<file path="src/rtl/uart_pkg.sv">
// uart_pkg: definitions shared by the UART receiver and transmitter.
//   OVERSAMPLE        - divider ticks per bit (fixed at 16)
//   DEFAULT_CLK_FREQ  - default system clock frequency in Hz
//   DEFAULT_BAUD_RATE - default line rate in bit/s
//   rx_state_t        - receiver FSM state encoding
//   majority3()       - 2-of-3 vote used to filter single-sample glitches
package uart_pkg;

    localparam int OVERSAMPLE        = 16;
    localparam int DEFAULT_CLK_FREQ  = 100_000_000;
    localparam int DEFAULT_BAUD_RATE = 9600;

    typedef enum logic [1:0] {
        IDLE  = 2'd0,
        START = 2'd1,
        DATA  = 2'd2,
        STOP  = 2'd3
    } rx_state_t;

    function automatic logic majority3(input logic a, input logic b, input logic c);
        return (a & b) | (a & c) | (b & c);
    endfunction

endpackage

</file>
<file path="src/rtl/uart_baud_tick.sv">
// uart_baud_tick: free-running divider producing a one-cycle tick every DIV clocks.
//   clk  - system clock
//   rst  - asynchronous active-low reset (counter restarts at 0)
//   tick - high for one clock when the counter reaches DIV-1
module uart_baud_tick #(
    parameter int DIV = 651
) (
    input  logic clk,
    input  logic rst,
    output logic tick
);

    localparam int CNT_W = (DIV > 1) ? $clog2(DIV) : 1;
    localparam logic [CNT_W-1:0] CNT_MAX = CNT_W'(DIV - 1);

    logic [CNT_W-1:0] cnt;

    always_ff @(posedge clk or negedge rst) begin
        if (!rst) begin
            cnt <= '0;
        end else if (cnt == CNT_MAX) begin
            cnt <= '0;
        end else begin
            cnt <= cnt + CNT_W'(1);
        end
    end

    assign tick = (cnt == CNT_MAX);

endmodule

</file>
<file path="src/rtl/uart_rx_oversampled.sv">
// uart_rx_oversampled: 16x oversampled UART receiver (8N1, LSB first).
//   clk       - system clock
//   rst       - asynchronous active-low reset
//   rx        - asynchronous serial line, idle high
//   rx_data   - last correctly received byte, held until the next rx_done
//   rx_done   - one-cycle strobe, rx_data newly valid
//   frame_err - one-cycle strobe, stop bit sampled low (rx_data untouched)
//   rx_busy   - high while a frame is in progress
module uart_rx_oversampled #(
    parameter int CLK_FREQ   = uart_pkg::DEFAULT_CLK_FREQ,
    parameter int BAUD_RATE  = uart_pkg::DEFAULT_BAUD_RATE,
    parameter int OVERSAMPLE = uart_pkg::OVERSAMPLE
) (
    input  logic       clk,
    input  logic       rst,
    input  logic       rx,
    output logic [7:0] rx_data,
    output logic       rx_done,
    output logic       frame_err,
    output logic       rx_busy
);
    import uart_pkg::*;

    localparam int DIV = CLK_FREQ / (BAUD_RATE * OVERSAMPLE);

    logic       rx_meta;
    logic       rx_s;
    logic       rx_q;
    logic       tick;

    rx_state_t  state;
    rx_state_t  state_nxt;
    logic [3:0] tick_cnt;
    logic [3:0] tick_cnt_nxt;
    logic [2:0] bit_idx;
    logic [2:0] bit_idx_nxt;
    logic [7:0] shift;
    logic [1:0] samp;
    logic       vote;
    logic       take_sample;
    logic       shift_en;
    logic       done_nxt;
    logic       ferr_nxt;

    // Synchronizer stages reset to the idle level so reset release never
    // looks like a start bit on an idle line.
    always_ff @(posedge clk or negedge rst) begin
        if (!rst) begin
            rx_meta <= 1'b1;
            rx_s    <= 1'b1;
            rx_q    <= 1'b1;
        end else begin
            rx_meta <= rx;
            rx_s    <= rx_meta;
            rx_q    <= rx_s;
        end
    end

    uart_baud_tick #(
        .DIV (DIV)
    ) u_baud_tick (
        .clk  (clk),
        .rst  (rst),
        .tick (tick)
    );

    // The first two window samples are stored; the third is the live rx_s
    // on the decision tick.
    always_comb begin
        state_nxt    = state;
        tick_cnt_nxt = tick_cnt;
        bit_idx_nxt  = bit_idx;
        take_sample  = 1'b0;
        shift_en     = 1'b0;
        done_nxt     = 1'b0;
        ferr_nxt     = 1'b0;
        vote         = majority3(samp[1], samp[0], rx_s);

        case (state)
            IDLE: begin
                if (rx_q && !rx_s) begin
                    state_nxt    = START;
                    tick_cnt_nxt = '0;
                end
            end
            START: begin
                if (tick) begin
                    tick_cnt_nxt = tick_cnt + 4'd1;
                    take_sample  = (tick_cnt == 4'd5) || (tick_cnt == 4'd6);
                    // Mid start bit: from here on every 16th tick is mid-bit.
                    if (tick_cnt == 4'd7) begin
                        if (vote) begin
                            state_nxt = IDLE;
                        end else begin
                            state_nxt    = DATA;
                            tick_cnt_nxt = '0;
                            bit_idx_nxt  = '0;
                        end
                    end
                end
            end
            DATA: begin
                if (tick) begin
                    // 4-bit counter wraps 15 -> 0 at each bit boundary.
                    tick_cnt_nxt = tick_cnt + 4'd1;
                    take_sample  = (tick_cnt == 4'd13) || (tick_cnt == 4'd14);
                    if (tick_cnt == 4'd15) begin
                        shift_en = 1'b1;
                        if (bit_idx == 3'd7) begin
                            state_nxt = STOP;
                        end else begin
                            bit_idx_nxt = bit_idx + 3'd1;
                        end
                    end
                end
            end
            STOP: begin
                if (tick) begin
                    tick_cnt_nxt = tick_cnt + 4'd1;
                    take_sample  = (tick_cnt == 4'd13) || (tick_cnt == 4'd14);
                    // Deciding mid stop bit leaves half a bit to catch a
                    // back-to-back start edge in IDLE.
                    if (tick_cnt == 4'd15) begin
                        state_nxt = IDLE;
                        done_nxt  = vote;
                        ferr_nxt  = !vote;
                    end
                end
            end
            default: state_nxt = IDLE;
        endcase
    end

    always_ff @(posedge clk or negedge rst) begin
        if (!rst) begin
            state     <= IDLE;
            tick_cnt  <= '0;
            bit_idx   <= '0;
            rx_data   <= 8'h00;
            rx_done   <= 1'b0;
            frame_err <= 1'b0;
        end else begin
            state     <= state_nxt;
            tick_cnt  <= tick_cnt_nxt;
            bit_idx   <= bit_idx_nxt;
            rx_done   <= done_nxt;
            frame_err <= ferr_nxt;
            if (done_nxt) begin
                rx_data <= shift;
            end
        end
    end

    // Sample history and shift register are fully rewritten within each
    // frame before use, so they carry no reset.
    always_ff @(posedge clk) begin
        if (take_sample) begin
            samp <= {samp[0], rx_s};
        end
        if (shift_en) begin
            shift <= {vote, shift[7:1]};
        end
    end

    assign rx_busy = (state != IDLE);

endmodule

</file>
<file path="config.mk">
export PLATFORM = sky130hd
export DESIGN_NAME = uart_rx_oversampled
export DESIGN_NICKNAME = d
export VERILOG_FILES = /design/src/rtl/uart_pkg.sv /design/src/rtl/uart_baud_tick.sv /design/src/rtl/uart_rx_oversampled.sv
export SDC_FILE = /design/constraint.sdc
export NUM_CORES = 1
export LEC_CHECK = 0
export CAP_MARGIN = 20
export CELL_PAD_IN_SITES_DETAIL_PLACEMENT = 2
export CELL_PAD_IN_SITES_GLOBAL_PLACEMENT = 2
export CORE_MARGIN = 2
export CORE_UTILIZATION = 36
export DETAILED_ROUTE_END_ITERATION = 12
export GPL_ROUTABILITY_DRIVEN = 0
export GPL_TIMING_DRIVEN = 0
export PLACE_DENSITY_LB_ADDON = 0.12
export SLEW_MARGIN = 20
export SYNTH_ARGS = -nofsm -noshare
export SYNTH_HDL_FRONTEND = slang
export SYNTH_SLANG_ARGS = --single-unit
</file>
<file path="constraint.sdc">
create_clock -name clk -period 2.4 [get_ports clk]
set_input_delay 0.48 -clock clk [delete_from_list [all_inputs] [get_ports clk]]
set_output_delay 0.48 -clock clk [all_outputs]
set_load 0.01 [all_outputs]
</file>
== Yosys cells after proc, flatten, opt, wreduce, memory -nomap -nowiden ==
Cells that the tools add are included.

* $add $sub $neg: 3
* Equality and inequality tests: 22
* Mux-type cells: 36
* Bitwise gates (word level): 5
* Reduce and logical (&&, ||, !) cells: 12

{| class="wikitable"
|+ Operators with widths
! operator !! count
|-
| 4-bit two-way mux || 5
|-
| 2-bit != test (second input constant) || 10
|-
| 2-bit two-way mux || 9
|-
| 3-bit two-way mux || 6
|-
| 4-bit by 3-bit equality test with 1-bit output (second input constant) || 3
|-
| 4-bit equality test (second input constant) || 3
|-
| 4-bit one-hot mux with 3 select lines || 1
|-
| 1-bit two-way mux || 11
|-
| 10-bit by 1-bit adder with 10-bit output (second input constant) || 1
|-
| 10-bit equality test (second input constant) || 1
|-
| 10-bit two-way mux || 1
|-
| 2-bit one-hot mux with 4 select lines || 1
|-
| 8-bit AND reduction || 1
|-
| 7-bit AND reduction || 1
|-
| 3-bit one-hot mux with 2 select lines || 1
|-
| 4-bit by 1-bit adder with 4-bit output (second input constant) || 1
|-
| 2-bit equality test (second input constant) || 2
|-
| 2-bit nonzero test || 2
|-
| 3-bit by 1-bit adder with 3-bit output (second input constant) || 1
|-
| 1-bit AND || 3
|-
| 3-bit equality test (second input constant) || 1
|-
| 3-bit AND reduction || 1
|-
| 2-bit by 1-bit equality test with 1-bit output (second input constant) || 1
|-
| 1-bit logical NOT || 2
|-
| other kinds (7) || 9
|}

* Flip-flop bits (word level): 42
* Input port bits: 3
* Output and inout port bits: 11
* Logic and storage cells: 90

== Logic depth before layout (Yosys ltp) ==
Gate-level depths: netlist of the first run.

* Depth after elaboration: 7
* Depth in mapped cells: 7
* Depth with buffers taken out: 6

== By module ==
A second synthesis of the first run with hierarchy kept.

* Cell total of the unflattened synthesis: 153
* Area, all modules: 1985.7 um^2

{| class="wikitable"
|+ By module, submodules not included
! module !! instances !! cells each !! area each (um^2) !! sequential area each (um^2)
|-
| uart_rx_oversampled || 1 || 107 || 1472.7 || 854.6
|-
| uart_baud_tick || 1 || 46 || 513.0 || 250.2
|}

== Least setup slack after synthesis of the first run ==
OpenSTA, ideal clock, no wires.

* Path kind: flip-flop to flip-flop
* Start: reg u_baud_tick.cnt[4]
* End: reg shift[0] (enable)
* Setup time: 0.383 ns
* Data arrival time: 2.105 ns
* Data required time: 2.017 ns
* Slack: -0.088 ns
* Cell stages (with the launch flop): 5
* Path buffers: 1
* Period minus slack after synthesis: 2.488 ns
* Path through: dfrtp_1 > or4b_4 > or3_1 > buf_6 > nor3_1

* Cells in the longest elaborated chain, start to end: 3

{| class="wikitable"
|+ RTL lines
! item !! line !! source
|-
| from (decl) || uart_baud_tick.sv:16 || <nowiki>logic [CNT_W-1:0] cnt;</nowiki>
|-
| from (signal assigned) || uart_baud_tick.sv:24 || <nowiki>cnt <= cnt + CNT_W'(1);</nowiki>
|-
| 10-bit equality test || uart_baud_tick.sv:28 || <nowiki>assign tick = (cnt == CNT_MAX);</nowiki>
|-
| 1-bit two-way mux || uart_rx_oversampled.sv:103 || <nowiki>if (tick) begin</nowiki>
|-
| 1-bit two-way mux || uart_rx_oversampled.sv:79 || <nowiki>case (state)</nowiki>
|-
| named net shift_en || uart_rx_oversampled.sv:41 || <nowiki>logic shift_en;</nowiki>
|-
| to (signal assigned) || uart_rx_oversampled.sv:161 || <nowiki>shift <= {vote, shift[7:1]};</nowiki>
|-
| to (decl) || uart_rx_oversampled.sv:37 || <nowiki>logic [7:0] shift;</nowiki>
|}

The timed path passes the listed nets, and every way through them passes these cells.
A chain may end at the register's enable or synchronous reset.

== Final worst setup path of the first run ==
* Start: reg u_baud_tick.cnt[4]
* End: reg rx_data[2]

* Cells in the longest elaborated chain, start to end: 3

{| class="wikitable"
|+ RTL lines
! item !! line !! source
|-
| 10-bit equality test || uart_baud_tick.sv:28 ||
|-
| 1-bit two-way mux || uart_rx_oversampled.sv:118 || <nowiki>if (tick) begin</nowiki>
|-
| 1-bit two-way mux || uart_rx_oversampled.sv:79 ||
|-
| to (signal assigned) || uart_rx_oversampled.sv:149 || <nowiki>rx_data <= shift;</nowiki>
|-
| to (decl) || uart_rx_oversampled.sv:17 || <nowiki>output logic [7:0] rx_data,</nowiki>
|}

No other way between the ends.

==> summary.md, run 1 <==
| Metric | Value |
|---|---|
| Fraction of registers with async set/reset | 76.19% |
| Vias in the first global route | 1,281 |
| M1 GR Usage | 19.11% |
| Layer with the highest usage | met2 |
| Crit share post-route | ~95% |
| Initial Utilization | 36.60% |
| Number of diodes | 0 |
| # fillers | between 500 and 600 |
| Htree depth | 2 |
| Routed vias | approximately 1,200 |
| Core area | around 0.005 mm^2 |
| Chip Height | about 76 um |
| Hold slack final | 0.07835 ns |
| Vias per cell | 4.987 |
| Critical setup path kind | flop to flop |
| Routing usage on met2 | 26.09% |
| Worst Skew | around 0.0064 ns |
| Fin util | approximately 44% |
| Slowest CP cell | or4b_4 |
| Ys flop type | dfrtp_1 |
| Mapped Avg Cell Area | 12.64 um^2 |
| Largest net degree at the start of global routing | 22 |
| GRT Total Usage | 15.47% |
| Root Buffer | clkbuf_8 |
| Final min period | 2.285 ns |
| Lkg Pwr | 0.9648 nW |
| Post-Syn Nets | 156 |
| Wire per inst | around 16 um |
| Post-CTS Hold Buffers | 0 |
| Clock Latency Late Sink | 0.29 ns |
| RSZ-0062 raised after global routing | no |
| Worst Tran Pin Value | 0.7779 ns |
| DRC errors left | 0 |
| Power Density | between 500 and 600 mW/mm^2 |
| Status | complete, no violations |
| Max Clk Rate | ~0.44 GHz |
| MaxCap Viol Count | 0 |
| Initial antenna violation count | 0 |
| Ports | 14 |
| Number of enable flip-flop cells after synthesis | 10 |
| Final setup fails | 0 |
| Die Area | 0.005715 mm^2 |
| GR Util met3 | under 10% |
| Worst Path Required | around 2.6 ns |
| CTS buffer count | 5 |
| Slew margin rel. | 47.66% |
| FP Rows | 26 |
| #FFs+latches synth | 42 |
| Final slew viol count | 0 |
| Drt pass-1 iters | 4 |
| Post-Syn Instances | 146 |
| TritonCTS clock tree | built |
| Synth-to-layout area growth | 20.68% |
| Input/output buffers | 13 |
| Final hold vios | 0 |
| Layout cells sized above 1 | 20.24% |
| GRT Residual Overflow | 0 |
| Crit Path Max Fanout | 8 |
| Synth warn | 0 |
| Initial drt markers | 18 |
| Hold/Removal Path Class | input port to async pin |
| Final Power | about 1.3 mW |
| Die span in x | 75.60 um |
| Clk slew on worst S/H paths | 0.08 ns |
| Critical Path Max Stage Delay | 0.59 ns |
| TNS Setup | 0 ns |
| CP arrival | 2.47 ns |
| Clock sinks | 42 |
| DRT Wirelength | 3774 um |
| Bufs on Longest Clock Path | 2 |
| Setup crit start kind | flop |
| Detailed Place HPWL | 2805 um |
| CP cell instances | or4b_4 > or3_1 > buf_6 > nor3_4 > buf_12 > mux2_2 |
| Netlist Area Pre-Place | 0.001846 mm^2 |
| Layout Nets | about 180 |
| Post-route antenna net violation count | 0 |
| Worst setup EP type | flop |
| Distinct cells, synth | 41 |
| Sequential share of the synthesized area | 59.86% |
| VDD IR max | 356.5 uV |
| First-pass GRT wire length | 6389 um |
metrics by stage:
step,cell area [um^2],setup WS [ns],instances
3_3_place_gp,2068,-0.08429,229
2_1_floorplan,1851,0.1400,146
5_1_grt,2227,0.007343,238
4_1_cts,2226,0.005310,239
6_report,2227,0.1150,238
3_5_place_dp,2091,-0.09789,230
final timing paths:
| kind | startpoint | slack (ns) | cells past startpoint | end |
|---|---|---|---|---|
| max in group asynchronous | rst | 1.91 | 2 | tick_cnt[2] |
| min in group clk | rx_meta | 0.36 | 0 | rx_s |
| worst max register to register | u_baud_tick.cnt[4] | 0.12 | 6 | rx_data[2] |
| worst max-delay path | u_baud_tick.cnt[4] | 0.12 | 6 | rx_data[2] |
| worst min register to register | rx_meta | 0.36 | 0 | rx_s |
| worst min-delay path | rst | 0.08 | 1 | frame_err |
layer usage:
metal	share of wire [%]	vias to the layer above
met2	51	16
met5	0	-
met3	2.6	7
met1	45	608
li1	-	556
met4	1.4	0
placed cells by master, fill, tap and decap left out, types with 2 or more instances in the layout:
master,n
ha_1,7
dfrtp_1,29
o21ai_0,4
dfstp_2,3
nor2_1,7
nor4_1,3
xnor2_1,5
nand2_1,13
and3_1,2
nand3b_1,2
buf_6,2
or3_1,2
buf_2,2
inv_1,5
clkdlybuf4s50_1,12
a31oi_1,2
clkbuf_8,5
nor2b_1,4
edfxtp_1,10
or3b_2,2
a21oi_1,2
nor3_4,2
nand3_1,6
xor2_1,3
clkinv_2,2
mux2i_1,3
mux2_2,9
area by class of cell:
cell class,instances,area [um^2],share of cell area (%)
buffer,3,27.53,1.236
clock buffer,5,68.82,3.090
clock inverter,3,40.04,1.798
inverter,5,18.77,0.8427
multi-input combinational,95,706.9,31.74
sequential,42,1105,49.61
tap,70,87.58,3.933
timing repair buffer,15,172.7,7.753
power by group:
part,switching [mW],total [mW],internal (mW)
registers,0.00134,0.734,0.733
clock network,0.235,0.541,0.306
logic,0.0140,0.0217,0.00769
Yosys cell counts, types with 4 or more instances:
| cell type | instances | share of area, % |
|---|---|---|
| dfrtp_1 | 29 | 39 |
| nand2_1 | 13 | 2.6 |
| edfxtp_1 | 10 | 16 |
| mux2_2 | 9 | 5.5 |
| ha_1 | 7 | 4.7 |
| nor2_1 | 7 | 1.4 |
| nand3_1 | 6 | 1.6 |
| inv_1 | 5 | 1.0 |
| xnor2_1 | 5 | 2.4 |
| nor2b_1 | 4 | 1.4 |
| o21ai_0 | 4 | 1.1 |
flip-flops by register name, summed over array words and instances, names as in the netlist, 2 cells and up, named ones only:
register	cells
tick_cnt	4
rx_data	8
shift	8
bit_idx	3
u_baud_tick.cnt	10
samp	2
what timing repair did:
item	4_1_cts	5_1_grt
setup buffers	1	0
endpoints found under the setup margin	16	11
resized for setup	1	1
hold endpoints to repair	0	0
pin swaps	1	1
critical path: cells and delay by family, from the launching register on:
kind,cells,cell delay [ns]
buffers and inverters,2,0.30
flip-flops,1,0.43
multiplexers,1,0.33
AND/OR/NAND/NOR,3,1.11
cells by family (layout without fill, tap and decap cells):
| logic type | Yosys count | after routing | synth area share [%] |
|---|---|---|---|
| compound gates | 14 | 14 | 4.882 |
| xor+xnor | 8 | 8 | 3.797 |
| fa+ha+maj | 8 | 8 | 5.288 |
| buf+inv | 9 | 31 | 2.711 |
| flops | 42 | 42 | 59.86 |
| mux | 12 | 12 | 7.119 |
| simple gates | 53 | 53 | 16.34 |
No activity file was read; power rests on OpenSTA's default activity.
==> run 2: changes to the inputs <==
--- a/config.mk
+++ b/config.mk
@@ -5,13 +5,11 @@
 export SDC_FILE = /design/constraint.sdc
 export NUM_CORES = 1
 export LEC_CHECK = 0
-export CAP_MARGIN = 20
 export CELL_PAD_IN_SITES_DETAIL_PLACEMENT = 2
 export CELL_PAD_IN_SITES_GLOBAL_PLACEMENT = 2
 export CORE_MARGIN = 2
 export CORE_UTILIZATION = 36
 export DETAILED_ROUTE_END_ITERATION = 12
-export GPL_ROUTABILITY_DRIVEN = 0
 export GPL_TIMING_DRIVEN = 0
 export PLACE_DENSITY_LB_ADDON = 0.12
 export SLEW_MARGIN = 20
==> results of run 2 <==
No change in the layout: final DEF, timing and power equal those of run 1.
==> run 3: changes to the inputs <==
--- a/config.mk
+++ b/config.mk
@@ -5,6 +5,7 @@
 export SDC_FILE = /design/constraint.sdc
 export NUM_CORES = 1
 export LEC_CHECK = 0
+export CAP_MARGIN = 20
 export CELL_PAD_IN_SITES_DETAIL_PLACEMENT = 2
 export CELL_PAD_IN_SITES_GLOBAL_PLACEMENT = 2
 export CORE_MARGIN = 2
==> results of run 3 <==
No change in the layout: final DEF, timing and power equal those of run 1.
==> patch: new RTL, settings of run 2 <==
The output `rx_done` loses its register stage (`rx_done` becomes a continuous assignment). Comments in the files are not updated.
--- a/src/rtl/uart_rx_oversampled.sv
+++ b/src/rtl/uart_rx_oversampled.sv
@@ -137,19 +137,19 @@
             tick_cnt  <= '0;
             bit_idx   <= '0;
             rx_data   <= 8'h00;
-            rx_done   <= 1'b0;
             frame_err <= 1'b0;
         end else begin
             state     <= state_nxt;
             tick_cnt  <= tick_cnt_nxt;
             bit_idx   <= bit_idx_nxt;
-            rx_done   <= done_nxt;
             frame_err <= ferr_nxt;
             if (done_nxt) begin
                 rx_data <= shift;
             end
         end
     end
+
+    assign rx_done = done_nxt;
 
     // Sample history and shift register are fully rewritten within each
     // frame before use, so they carry no reset.
Check against the original RTL: same outputs for any inputs over 10 cycles, from zero or initial values and one cycle with rst low; that may be too few to reach the edited logic, so the function may still have changed.
==> patch against run 2 <==
Wire length grew 17%. Largest cell class unchanged. Total power up 8.6%. Cell area grew 3.2%. Register-to-register slack improved by 0.04 ns. Worst setup slack improved by 0.024 ns. Area after synthesis grew 1.1%. Sequential cell count shrank 1. Utilization up 1.4 points. Highest routed layer unchanged.
==> patch: results (changes against run 2) <==
[worst_hold_path]
hold_path_class=register to register

[global_routing]
grt_pass1_vias=1444  ; +13%
grt_pass1_wl_um=7780  ; +22%
track_usage_pct=17.3  ; +1.8 points
grt_max_degree=31  ; +41%
met3_usage_pct=3.79  ; -0.57 points
met2_usage_pct=29.5  ; +3.4 points

[final_layout]
drive_gt1_share_pct=22.9  ; +2.7 points
fin_nets=188  ; +6.2%
nFillCells=509  ; -2.9%

[synthesis]
muxShareOfSynthArea_pct=5.37  ; -1.8 points
syn_nets=162  ; +3.8%
yosys.area_share.adder_pct=5.30  ; +0.010 points
synthTopCellsByCount=dfrtp_1, nand3_1, edfxtp_1
ys_seq_area_share_pct=57.9  ; -2.0 points
synth_xor_area_share_pct=3.76  ; -0.041 points
synth.avg_cell_area_um2=12.3  ; -2.9%
synth_area_leaders=dfrtp_1, edfxtp_1, mux2_2
ys_types=44  ; +7.3%
synth-compound-area-share_pct=6.10  ; +1.2 points
synth_async_sr_flop_share_pct=75.6  ; -0.58 points

[status]
outcome=completed

[placement]
postPlaceCellArea_um2=2100  ; +0.36%
gp_congestion=0.759  ; +0.32%
place_ws_ns=-0.366  ; -0.268 ns
hpwl_um=3070  ; +9.5%
dpl.cell_count=236  ; +2.6%

[sta]
slew_headroom_pct=60.7  ; +13 points
skew_ns=0.00742  ; +0.00106 ns
timing.hold.ws_ns=0.358  ; +0.280 ns

[critical_path]
r2r_cells=9  ; +3
reg2reg_setup_slack_ns=0.16  ; +0.04 ns
start_kind=register
critPathMaxFanout=7  ; -1
timing.rr.end=samp[0]
cp.arrival_ns=1.78  ; -0.69 ns
crit_family=buffers and inverters
cp_slowest_cell=clkdlybuf4s50_1
max_stage_delay_ns=0.52  ; -0.07 ns
r2r-start=u_baud_tick.cnt[0]

[detailed_routing]
wl_per_cell_um=17.8  ; +12%
routed_wl_um=4430  ; +17%
drt_iter0_drc=83  ; +65
vias=1294  ; +9.0%

[power]
power_leakage_uw=0.000964  ; about the same

[clock_tree]
clk_path_buf_depth=2  ; unchanged

## patch: changes by cell type after synthesis, sizes merged, moves of 3 or more
cell,run 2,this run
and3,3,7
nand2,13,4
nand3,6,15
nand4,1,7
nor2b,4,1
o21ai,4,7
## patch: final cells by class
type                    instances  area [um^2]  area share (%)
inverters                       6         22.5           0.980
multi-input cells              99          753            32.8
flip-flops and latches         41         1080            47.1
well taps                      70         87.6            3.81
clock buffers                   5         68.8            2.99
repair buffers                 19          180            7.84
clock inverters                 3         68.8            2.99
plain buffers                   6         35.0            1.52
## patch: routing by layer
metal	wire [um]	part of all wire (%)
met5	0	0
met4	40	0.90
met3	100	2.3
met2	2320	52
met1	1960	44
## patch: where the power goes
part | switching, uW | total [uW] | internal, uW
clock | 252 | 671 | 419
sequential | 1.29 | 717 | 716
combinational | 13.1 | 20.7 | 7.58
## patch: how the worst max path moves through the flow
stage,from,end,slack (ns),cells after the start
2_1_floorplan,u_baud_tick.cnt[0],shift[0],0.19,6
3_3_place_gp,u_baud_tick.cnt[0],shift[0],-0.29,6
3_5_place_dp,u_baud_tick.cnt[0],shift[0],-0.37,6
4_1_cts,u_baud_tick.cnt[0],rx_done,0.02,7
5_1_grt,u_baud_tick.cnt[0],rx_done,0.01,7
6_report,state[0],rx_busy,0.14,3
## patch: cells by family (layout without fill, tap and decap cells)
| group | Yosys count | in the layout |
|---|---|---|
| simple gates | 56 | 56 |
| fa+ha+maj | 8 | 8 |
| buf+inv | 12 | 39 |
| compound gates | 18 | 18 |
| mux | 9 | 9 |
| flops | 41 | 41 |
| xor+xnor | 8 | 8 |
## patch: repair_timing
action,4_1_cts,5_1_grt
buffers inserted,3,1
pin swaps,1,0
gates cloned,0,0
hold buffers,1,0
endpoints found under the setup margin,9,9
gates resized for setup,7,3
hold endpoints to repair,1,0
